[config.mk]
export PLATFORM = sky130hd
export DESIGN_NAME = dmem_byte_ctrl
export DESIGN_NICKNAME = d
export VERILOG_FILES = /design/src/rtl/dmem_ctrl_pkg.sv /design/src/rtl/dmem_rr_arb2.sv /design/src/rtl/dmem_byte_ctrl.sv
export SDC_FILE = /design/constraint.sdc
export NUM_CORES = 1
export LEC_CHECK = 0
export ABC_AREA = 1
export CAP_MARGIN = 40
export CORE_ASPECT_RATIO = 1.4
export CORE_MARGIN = 4
export CORE_UTILIZATION = 30
export DETAILED_ROUTE_END_ITERATION = 8
export PLACE_DENSITY = 0.62
export SYNTH_ARGS = -nofsm -noshare
export SYNTH_HDL_FRONTEND = slang
export SYNTH_SLANG_ARGS = --single-unit
[constraint.sdc]
create_clock -name clk -period 1.6 [get_ports clk]
set_input_delay 0.4 -clock clk [delete_from_list [all_inputs] [get_ports clk]]
set_output_delay 0.4 -clock clk [all_outputs]
set_load 0.02 [all_outputs]
[src/rtl/dmem_ctrl_pkg.sv]
// dmem_ctrl_pkg: shared state encoding and sizing for the byte-wide data memory controller
package dmem_ctrl_pkg;
  localparam int BEATS = 4;
  localparam int ADDR_W_DEF = 10;
  typedef enum logic [1:0] {IDLE, XFER, RTAIL, DONE} state_e;
endpackage

[src/rtl/dmem_rr_arb2.sv]
// dmem_rr_arb2: two-way round-robin arbiter, req[0] = pipeline, req[1] = loader
module dmem_rr_arb2 (
  input  logic       clk,
  input  logic       rst_n,
  input  logic [1:0] req,
  input  logic       upd,
  output logic [1:0] gnt
);
  logic r_ptr;
  // a lone requester always wins; on a tie r_ptr picks (0 = pipeline, 1 = loader)
  always_comb gnt = (req == 2'b11) ? (r_ptr ? 2'b10 : 2'b01) : req;
  // after a grant, favour the requester that was not just served
  always_ff @(posedge clk)
    if (!rst_n) r_ptr <= 1'b0;
    else if (upd && |gnt) r_ptr <= gnt[0];
endmodule

[src/rtl/dmem_byte_ctrl.sv]
// dmem_byte_ctrl: moves 32-bit big-endian words over a byte-wide memory for two requesters
module dmem_byte_ctrl
  import dmem_ctrl_pkg::*;
#(
  parameter int ADDR_W = ADDR_W_DEF
) (
  input  logic              clk,
  input  logic              rst_n,
  input  logic              p_req,
  input  logic              p_we,
  input  logic [31:0]       p_addr,
  input  logic [31:0]       p_wdata,
  output logic [31:0]       p_rdata,
  output logic              p_done,
  output logic              p_stall,
  input  logic              l_req,
  input  logic              l_we,
  input  logic [31:0]       l_addr,
  input  logic [31:0]       l_wdata,
  output logic [31:0]       l_rdata,
  output logic              l_done,
  output logic              m_en,
  output logic              m_we,
  output logic [ADDR_W-1:0] m_addr,
  output logic [7:0]        m_wdata,
  input  logic [7:0]        m_rdata,
  output logic              busy,
  output logic              gnt_id
);
  state_e            r_state;
  logic [1:0]        r_beat;
  logic              r_we;
  logic              r_own;
  logic [ADDR_W-1:0] r_addr;
  logic [31:0]       r_wdata;
  logic [23:0]       r_rbuf;
  logic [31:0]       r_p_rdata;
  logic [31:0]       r_l_rdata;
  logic              r_p_done;
  logic              r_l_done;
  logic [1:0]        w_gnt;
  logic              w_unused;

  dmem_rr_arb2 u_arb (
    .clk  (clk),
    .rst_n(rst_n),
    .req  ({l_req, p_req}),
    .upd  (r_state == IDLE),
    .gnt  (w_gnt)
  );

  // rst_n also masks the beat issued in the reset cycle so a cut write stops at once
  assign m_en     = (r_state == XFER) && rst_n;
  assign m_we     = m_en && r_we;
  assign m_addr   = r_addr;
  assign m_wdata  = r_wdata[31:24];
  assign busy     = (r_state != IDLE);
  assign gnt_id   = r_own;
  assign p_rdata  = r_p_rdata;
  assign l_rdata  = r_l_rdata;
  assign p_done   = r_p_done;
  assign l_done   = r_l_done;
  assign p_stall  = p_req && !r_p_done;
  assign w_unused = ^{p_addr[31:ADDR_W], l_addr[31:ADDR_W]};

  // transaction sequencer: latch the winner, stream 4 beats, collect read bytes, pulse done
  always_ff @(posedge clk) begin
    if (!rst_n) begin
      r_state   <= IDLE;
      r_beat    <= 2'd0;
      r_we      <= 1'b0;
      r_own     <= 1'b0;
      r_addr    <= '0;
      r_wdata   <= 32'h0;
      r_rbuf    <= 24'h0;
      r_p_rdata <= 32'h0;
      r_l_rdata <= 32'h0;
      r_p_done  <= 1'b0;
      r_l_done  <= 1'b0;
    end else begin
      r_p_done <= 1'b0;
      r_l_done <= 1'b0;
      case (r_state)
        IDLE: if (|w_gnt) begin
          r_state <= XFER;
          r_beat  <= 2'd0;
          r_own   <= w_gnt[1];
          r_we    <= w_gnt[1] ? l_we : p_we;
          r_addr  <= w_gnt[1] ? l_addr[ADDR_W-1:0] : p_addr[ADDR_W-1:0];
          r_wdata <= w_gnt[1] ? l_wdata : p_wdata;
        end
        XFER: begin
          r_beat  <= r_beat + 2'd1;
          r_addr  <= r_addr + ADDR_W'(1);
          r_wdata <= {r_wdata[23:0], 8'h0};
          if (r_beat != 2'd0) r_rbuf <= {r_rbuf[15:0], m_rdata};
          if (r_beat == 2'(BEATS - 1)) begin
            r_state  <= r_we ? DONE : RTAIL;
            r_p_done <= r_we && !r_own;
            r_l_done <= r_we && r_own;
          end
        end
        RTAIL: begin
          r_state  <= DONE;
          r_p_done <= !r_own;
          r_l_done <= r_own;
          if (r_own) r_l_rdata <= {r_rbuf, m_rdata};
          else r_p_rdata <= {r_rbuf, m_rdata};
        end
        default: r_state <= IDLE;
      endcase
    end
  end
endmodule
After elaboration in Yosys (flattened, before gate mapping)
Cells that the tools add are included.

Register bits after elaboration: 139. Word-level logic and storage cells: 59. Bits of input ports: 142. Output and inout port bits: 89.

Multiplexer cells: 19. Reductions and logical operators: 19. Bitwise gates (word level): 1. $add $sub $neg: 2. Equal/unequal tests: 6.

Operators with widths (count): $mux 32 (2); $pmux 32 s2 (1); $mux 10 (2); $pmux 10 s2 (1); $reduce_and 2->1 (6); $add 10x1->10 const B (1); $mux 2 (5); $eq 2x2->1 const B (3); $logic_and 1x1->1 (6); $pmux 2 s3 (1); $reduce_bool 2->1 (3); $mux 1 (4); $pmux 1 s2 (2); $pmux 2 s2 (1); $add 2x1->2 const B (1); $eq 2x1->1 const B (1); $logic_not 1->1 (2); $logic_not 2->1 (1); $ne 2x1->1 const B (1); $ne 2x2->1 const B (1); $reduce_or 2->1 (1); $not 1->1 (1).

Logic depth before layout (Yosys ltp)
Gate-level depths: netlist of run 1.

Depth in word-level cells: 5. Gate-level depth with buffers: 11. Gate-level depth less buffers: 10.

Hierarchy
Synthesis of run 1 repeated with hierarchy kept, for this count alone.

Cell total of the unflattened synthesis: 815. Area total of the unflattened synthesis: 5998.3 um^2.

By module, submodules not included: dmem_byte_ctrl (instances 1, area each 5934.4 um^2, cells an instance 806, sequential area each 2762.6 um^2); dmem_rr_arb2 (instances 1, area each 63.8 um^2, cells an instance 9, sequential area each 20.0 um^2).

Worst setup path before layout of run 1
Ideal clock, no wire load.

Kind: register -> register. From: register r_state[0]. To: register r_addr[7] (netlist: m_addr[7]). Arrival: 1.536 ns. Library setup time: 0.119 ns. Buffers on the path: 2. Stages on the path, launching flop included: 11. Setup slack: -0.056 ns. Required time: 1.481 ns. Cells stage by stage: dfxtp_1 inv_1 ha_1 inv_1 nand2_1 nand2_2 clkinv_2 buf_6 buf_6 nor2_1 a21oi_1.

Cells in the longest elaborated chain, start to end: 3. Elaborated cells between the ends (all ways): 6.

Ends and longest elaborated chain: from (decl) (RTL line dmem_byte_ctrl.sv:30) `state_e r_state;`; from (signal assigned) (RTL line dmem_byte_ctrl.sv:98) `r_state <= r_we ? DONE : RTAIL;`; $eq 2x1->1 / $logic_not 2->1 (equally long branches) (RTL line dmem_byte_ctrl.sv:83) `case (r_state)`; $reduce_bool 2->1 (no line) / $ne 2x2->1 (equally long branches); $reduce_and 2->1 (no line); to (signal assigned) (RTL line dmem_byte_ctrl.sv:89) `r_addr <= w_gnt[1] ? l_addr[ADDR_W-1:0] : p_addr[ADDR_W-1:0];`; to (signal assigned) (RTL line dmem_byte_ctrl.sv:94) `r_addr <= r_addr + ADDR_W'(1);`; to (decl) (RTL line dmem_byte_ctrl.sv:34) `logic [ADDR_W-1:0] r_addr;`.

Parallel ways exist; a longest one is shown, timed or not. A chain may end at the register's enable or synchronous reset.

Worst setup path after layout of run 1
From: register r_state[1]. To: output busy.

Cells in the longest elaborated chain, start to end: 1.

Ends and longest elaborated chain: $reduce_bool 2->1 (RTL line dmem_byte_ctrl.sv:57) `assign busy = (r_state != IDLE);`; to (decl) (RTL line dmem_byte_ctrl.sv:27) `output logic busy,`.

Every way passes these cells.

==> results of run 1 <==
stage by stage:
stage | util | setup slack (ps) | TNS, ps
after floorplan | - | -3.464 | -3.464
after global placement | 0.4142 | -427.8 | -14920
after detailed placement | 0.4142 | -423.5 | -16060
after CTS | 0.4600 | -185.9 | -1275
after global routing | 0.4812 | -199.4 | -5571
final | 0.4812 | -140.3 | -2411
Yosys cell counts:
master | count | area (um^2)
sky130_fd_sc_hd__a21oi_1 | 47 | 235.2
sky130_fd_sc_hd__a211oi_1 | 2 | 15.01
sky130_fd_sc_hd__buf_4 | 18 | 135.1
sky130_fd_sc_hd__clkbuf_1 | 32 | 120.1
sky130_fd_sc_hd__nand3b_1 | 3 | 22.52
sky130_fd_sc_hd__nand2_1 | 139 | 521.8
sky130_fd_sc_hd__nor2_2 | 1 | 6.260
sky130_fd_sc_hd__nor2_1 | 202 | 758.2
sky130_fd_sc_hd__nand2_2 | 3 | 18.77
sky130_fd_sc_hd__buf_1 | 1 | 3.750
sky130_fd_sc_hd__o21ai_4 | 1 | 16.27
sky130_fd_sc_hd__dfxtp_1 | 139 | 2783
sky130_fd_sc_hd__inv_1 | 95 | 356.6
sky130_fd_sc_hd__a31oi_1 | 1 | 6.260
sky130_fd_sc_hd__nand3_1 | 48 | 240.2
sky130_fd_sc_hd__buf_2 | 9 | 45.04
sky130_fd_sc_hd__o21ai_0 | 101 | 505.5
sky130_fd_sc_hd__ha_1 | 7 | 87.58
sky130_fd_sc_hd__o211ai_1 | 36 | 270.3
sky130_fd_sc_hd__clkinv_2 | 1 | 5.000
sky130_fd_sc_hd__buf_6 | 2 | 22.52
sky130_fd_sc_hd__clkbuf_2 | 2 | 10.01
sky130_fd_sc_hd__nor3b_1 | 1 | 7.510
sky130_fd_sc_hd__inv_2 | 2 | 7.510
worst paths after layout:
kind	end
setup / recovery	busy
hold / removal	r_wdata[1]$_SDFFE_PN0P_
setup reg to reg	r_wdata[29]$_SDFFE_PN0P_
hold reg to reg	r_wdata[1]$_SDFFE_PN0P_
power groups by stage:
stage | Sequential, uW | Clock [uW] | Combinational, uW
floorplan | 5320 | 0 | 3010
global placement | 4900 | 0 | 5890
detailed placement | 4910 | 0 | 5970
CTS | 4850 | 3820 | 7390
global route | 4980 | 3980 | 9120
finish | 4890 | 3730 | 8410
metal layers:
layer	part of all wire	GRT usage	wire, um	up-vias
met5	0	0	0	-
met3	0.065	0.04614	1332	21
met1	0.40	0.1976	8132	2938
li1	-	-	-	3280
met2	0.52	0.3062	10680	190
met4	0.018	0.04896	377	0
cells by family after synthesis:
family / share of synthesized area
compound gates: 0.1691
fa+ha+maj: 0.01413
buf+inv: 0.1138
flops: 0.4488
simple gates: 0.2541
state kept, by name, indices dropped and copies added (netlist names), 2 cells and up:
| signal | cells |
|---|---|
| r_wdata | 32 |
| r_rbuf | 24 |
| r_beat | 2 |
| l_rdata | 32 |
| m_addr | 10 |
| r_state | 2 |
| p_rdata | 32 |
final cells by class:
type	count	area (um^2)
tap	256	320.3
fill	2065	10590
clock inverter	14	126.4
clock buffer	18	429.2
multi-input combinational	592	3023
timing repair buffer	261	2748
inverter	98	385.4
sequential	139	2785
layout by cell type (no fill, tap or decap), drive strengths merged:
master,instances
o211ai,36
clkdlybuf4s15,2
nand2,142
dlygate4sd2,78
nand3,48
dlymetal6s2s,1
a21oi,47
clkdlybuf4s50,95
a211oi,2
o21ai,102
nor3b,1
a31oi,1
buf,73
bufbuf,1
clkbuf,29
nor2,203
dfxtp,139
inv,106
nand3b,3
ha,7
clkinv,3
clkinvlp,3
repair_timing:
| item | CTS | global route |
|---|---|---|
| setup endpoints to repair | 138 | 57 |
| buffers inserted | 13 | 8 |
| gates resized for setup | 146 | 95 |
| gates cloned | 7 | 6 |
| pin swaps | 9 | 39 |
| endpoints found under the hold margin | 0 | 0 |
| hold buffers | 0 | 0 |
critical path: stages (launching register included):
cell	delay, ps
sky130_fd_sc_hd__dfxtp_2	320
sky130_fd_sc_hd__inv_2	80
sky130_fd_sc_hd__buf_6	110
sky130_fd_sc_hd__ha_4	150
sky130_fd_sc_hd__inv_4	40
sky130_fd_sc_hd__buf_6	110
sky130_fd_sc_hd__buf_6	120
==> qor.txt, run 1 <==
Violated checks -> setup timing
Vias in the first global route -> 5890
Maximum achievable frequency -> 574.6 MHz
Antenna cell count -> 0
Routed wire length -> 20.53 mm
Reg-to-reg slack, setup -> -110 ps
Library cell used as clock root buffer -> sky130_fd_sc_hd__clkbuf_16
Core area -> 0.02040 mm^2
Initial standard-cell utilization of the core -> 0.3039
Clock-pin slew reported for the worst setup and hold paths after clock tree synthesis -> 60 ps
Final-layout worst hold slack -> 463.3 ps
Worst Min Path Start -> r_wdata[1]$_SDFFE_PN0P_
Leakage power figure -> 0.004688 uW
H-Tree Depth -> 4
Overall Global Routing Usage -> 0.1707
Post-DR vias/cell -> 4.665
Die span in x -> 129.5 um
Maximum fanout count along the critical path -> 2
Placed Cells incl. Taps -> 1314
Sequential fraction of the synthesis area -> 0.4488
Reg-to-Reg Start -> r_state[1]$_SDFFE_PN0P_
Final routed DRC violation total -> 0
Num CTS Buffers -> 17
Share of the clock period used by the worst path -> 1.088
Pint -> 10430 uW
Crit path DAT -> 1340 ps
Clk pwr share -> 0.219
Pwr dens -> 1734 mW/mm^2
Count of cells along the worst register-to-register path -> 10
VDD IR max -> 905.0 uV
Fraction of power spent switching nets -> 0.3873
Number of clock sinks -> 139
Category of the worst setup path capture point -> primary output
Pre-Repair DR Iteration Count -> 5
Result of the run -> finished, violations left
DRT iter0 DRCs -> 378
Post-route standard cell area excluding fillers -> 0.009817 mm^2
Hold crit path type -> flop to flop
CTS tree -> yes
Logic gate share of total power -> 0.494
Clock latency reported for the late side of the worst-skew pair -> 420 ps
Slew at the pin closest to its max-slew limit -> 519.4 ps
Post-synthesis to final-layout area growth -> 58.35%
Count of buffers inserted at the top-level ports -> 186
Synth Net Count -> 1042
Synthesized area divided by synthesized cell count -> 6.943 um^2
Relative contribution of sequential cells to total power -> 0.287
Post-Syn Instances -> 893
Proportion of layout cells with a drive suffix above 1 -> 0.1729
Net switching power -> 6592 uW
Vias after detailed routing -> 6429
Unique cell type count in the Yosys netlist -> 24
Final-report setup violation count -> 35
Flops & latches, synth -> 139
Overall power consumption -> 17020 uW
Fin cells -> 1378
Clk_skew -> 7.222 ps
Reported max-cap violation count -> 0
Required time of the critical path -> 1200 ps
Detailed-placement wirelength estimate -> 13.77 mm
Post-DR wirelength/cell -> 14.90 um
Critical path startpoint category -> flop
Placed Instance Area -> 0.008451 mm^2
Post-Syn Area -> 0.006200 mm^2
Total I/O pin count -> 231
Max Slew Vio Count -> 0
Setup ws final -> -140.3 ps
Antenna Nets Post-Route -> 0
Setup repair after global routing missed its margin -> yes
Start point of the critical path -> r_state[1]$_SDFFE_PN0P_
Hold path depth -> 2
Final Hold Vio Count -> 0
Final Net Count -> 1258
Count of synthesis-stage warnings from yosys -> 0
Standard-cell rows -> 62
Start-to-end type of the worst setup path -> flop to primary output
Relative slew margins -> 0.6538
CTS Buffer Depth -> 2
Die height -> 178.1 um
Pin count of the biggest net entering global routing -> 57
Crit path time final -> 1740 ps
First-pass GRT wire length -> 30.86 mm
Number of antenna violations at the first check in global routing -> 0
Die Area -> 0.02306 mm^2
Global-route congestion overflow total -> 0
Placer congestion estimate -> 0.8030
(Power assumes the default switching activity.)
==> run 2, diff against run 1 <==
==> constraint.sdc (replaced) <==
create_clock -name clk -period 1.6 [get_ports clk]
set_input_delay 0.4 -clock clk [delete_from_list [all_inputs] [get_ports clk]]
set_output_delay 0.4 -clock clk [all_outputs]
set_load 0.01 [all_outputs]
==> run 2 against run 1 <==
Effect of this change: the run still ends with setup timing left; clock skew grew 2.0 ps; register-to-register slack gained 40 ps; via count shrank 5.2%; highest routed layer unchanged.
==> qor.txt, run 2 (synthesis results as in run 1) <==
Result of the run -> finished, violations left
Violated checks -> setup timing
Largest stage delay, worst path -> 350 ps (+30 ps)
Routed wire length -> 19.45 mm (-5.3%)
Max Slew Vio Count -> 0 (unchanged)
Vias in the first global route -> 5777 (-1.9%)
Met3 layer usage reported by global route -> 0.03535 (-0.01078)
VDD IR max -> 876.9 uV (-3.1%)
CTS tree -> yes
Critical path startpoint category -> flop
Library cell used as clock root buffer -> sky130_fd_sc_hd__clkbuf_16
Antenna Nets Post-Route -> 0 (unchanged)
Clock latency reported for the late side of the worst-skew pair -> 420 ps (about the same)
Setup TNS -> -609.3 ps (+1801 ps)
Count of buffers inserted at the top-level ports -> 186 (unchanged)
Clock-pin slew reported for the worst setup and hold paths after clock tree synthesis -> 60 ps (about the same)
Overall Global Routing Usage -> 0.1621 (-0.008528)
First-pass GRT wire length -> 29.41 mm (-4.7%)
Die span in x -> 129.5 um (unchanged)
Final routed DRC violation total -> 0 (unchanged)
Initial standard-cell utilization of the core -> 0.3039 (unchanged)
Most Used Layer, Global Route -> met2
Post-synthesis to final-layout area growth -> 47.81%
Leakage power figure -> 0.004409 uW (-5.9%)
Met2 Usage GRT -> 0.2853 (-0.02098)
Clk_skew -> 9.253 ps (+2.032 ps)
Standard-cell rows -> 62 (unchanged)
Cell-by-cell listing of the critical path -> inv_4 > ha_4 > buf_12 > nand2_4 > inv_2 > buf_6
Number of clock sinks -> 139 (unchanged)
Start-to-end type of the worst setup path -> flop to primary output
Pin count of the biggest net entering global routing -> 100 (+75%)
Post-DR vias/cell -> 4.501 (-3.5%)
Worst slack at placement -> -465.1 ps (-41.56 ps)
Required time of the critical path -> 1200 ps (about the same)
Pre-Repair DR Iteration Count -> 5 (unchanged)
Proportion of layout cells with a drive suffix above 1 -> 0.09936 (-0.07354)
Pwr dens -> 1585 mW/mm^2 (-8.6%)
Maximum fanout count along the critical path -> 3 (+1)
DRT iter0 DRCs -> 354 (-6.3%)
Crit path time final -> 1705 ps (-34.87 ps)
Cell type of the slowest stage on the worst timing path -> sky130_fd_sc_hd__dfxtp_2
Post-DR wirelength/cell -> 14.36 um (-3.6%)
Most frequent cells in the layout -> 199 x sky130_fd_sc_hd__nor2_1, 137 x sky130_fd_sc_hd__nand2_1, 136 x sky130_fd_sc_hd__dfxtp_1
Reported max-cap violation count -> 0 (unchanged)
Count of hold buffers inserted by post-cts repair -> 0 (unchanged)
Die height -> 178.1 um (unchanged)
Number of fill cells -> 2127 (+3.0%)
Placer congestion estimate -> 0.7455 (-7.2%)
Final Net Count -> 1233 (-2.0%)
Total I/O pin count -> 231 (unchanged)
Crit path DAT -> 1310 ps (-30 ps)
Final Hold Vio Count -> 0 (unchanged)
Num CTS Buffers -> 17 (unchanged)
H-Tree Depth -> 4 (unchanged)
Detailed-placement wirelength estimate -> 13.63 mm (-1.1%)
Share of the clock period used by the worst path -> 1.066 (-0.02179)
Global routing usage on met1 -> 0.1910 (-0.006564)
Global-route congestion overflow total -> 0 (unchanged)
Core area -> 0.02040 mm^2 (unchanged)
Setup ws final -> -105.5 ps (+34.87 ps)
Maximum achievable frequency -> 586.3 MHz (+2.0%)
CTS Buffer Depth -> 2 (unchanged)
Setup repair after global routing missed its margin -> yes
Number of antenna violations at the first check in global routing -> 0 (unchanged)
Commonest non-fill, non-tap cell in the layout -> sky130_fd_sc_hd__nor2_1
Final-report setup violation count -> 18 (-49%)
Slew at the pin closest to its max-slew limit -> 823.2 ps (+303.8 ps)
Final-layout worst hold slack -> 466.2 ps (+2.860 ps)
Relative slew margins -> 0.4512 (-0.2026)
Die Area -> 0.02306 mm^2 (unchanged)
Category of the worst setup path capture point -> primary output
Vias after detailed routing -> 6095 (-5.2%)
Hold crit path type -> flop to flop
## run 2: changes by cell type in the layout (fill, tap and decap cells not counted), sizes merged
cell and delta:
buf -23, bufbuf -1, clkbuf -7, clkdlybuf4s15 -2
diode +1, dlygate4sd2 +9, dlymetal6s2s -1
## run 2: cell type report
type | instances | area [um^2] | area share
Sequential cell | 139 | 2789 | 0.3043
Multi-Input combinational cell | 592 | 2785 | 0.3039
Timing Repair Buffer | 236 | 2335 | 0.2548
Clock buffer | 18 | 429.2 | 0.04683
Inverter | 98 | 379.1 | 0.04137
Tap cell | 256 | 320.3 | 0.03495
Clock inverter | 14 | 123.9 | 0.01352
Antenna cell | 1 | 2.502 | 0.0002731
## run 2: power breakdown
group | internal (uW) | switching [uW]
Sequential | 4310 | 534
Clock | 2040 | 1690
Combinational | 2710 | 3240
Total | 9060 | 5460
## run 2: through the flow
stage | cells | power [uW] | instance area, um^2 | util
floorplan | 893 | 7925 | 6200 | -
global placement | 1312 | 10470 | 8453 | 0.4143
detailed placement | 1312 | 10540 | 8453 | 0.4143
CTS | 1344 | 14090 | 8954 | 0.4389
global route | 1353 | 15560 | 9161 | 0.4490
finish | 1354 | 14520 | 9164 | 0.4492
## run 2: layer usage
layer,up-vias,routed length [um]
li1,3217,-
met1,2692,7893
met2,167,10040
met3,19,1136
met4,0,374
met5,-,0
## run 2: timing repair
action / CTS / global route
gates resized for setup: 123 / 13
endpoints found under the setup margin: 154 / 77
setup buffers: 0 / 3
cloned: 0 / 6
pin swaps: 0 / 20
## run 2: worst max-delay path, delay by kind of cell, from the launching register on
family | cells | cell delay [ps]
simple gates | 1 | 50
flops | 1 | 350
buf+inv | 4 | 310
fa+ha+maj | 1 | 180
## run 2: final timing paths
kind / slack [ps] / depth (start not counted) / end / from
hold / removal: 470 / 2 / r_wdata[2]$_SDFFE_PN0P_ / r_wdata[2]$_SDFFE_PN0P_
setup / recovery: -110 / 6 / m_en / r_state[1]$_SDFFE_PN0P_
hold reg to reg: 470 / 2 / r_wdata[2]$_SDFFE_PN0P_ / r_wdata[2]$_SDFFE_PN0P_
setup reg to reg: -70 / 8 / r_wdata[4]$_SDFFE_PN0P_ / r_state[0]$_SDFFE_PN0P_
==> run 3, diff against run 2 <==
--- a/config.mk
+++ b/config.mk
@@ -11,6 +11,7 @@
 export CORE_MARGIN = 4
 export CORE_UTILIZATION = 30
 export DETAILED_ROUTE_END_ITERATION = 8
+export GPL_ROUTABILITY_DRIVEN = 0
 export PLACE_DENSITY = 0.62
 export SYNTH_ARGS = -nofsm -noshare
 export SYNTH_HDL_FRONTEND = slang
==> results of run 3 <==
No change in the layout: final DEF, timing and power equal those of run 2.
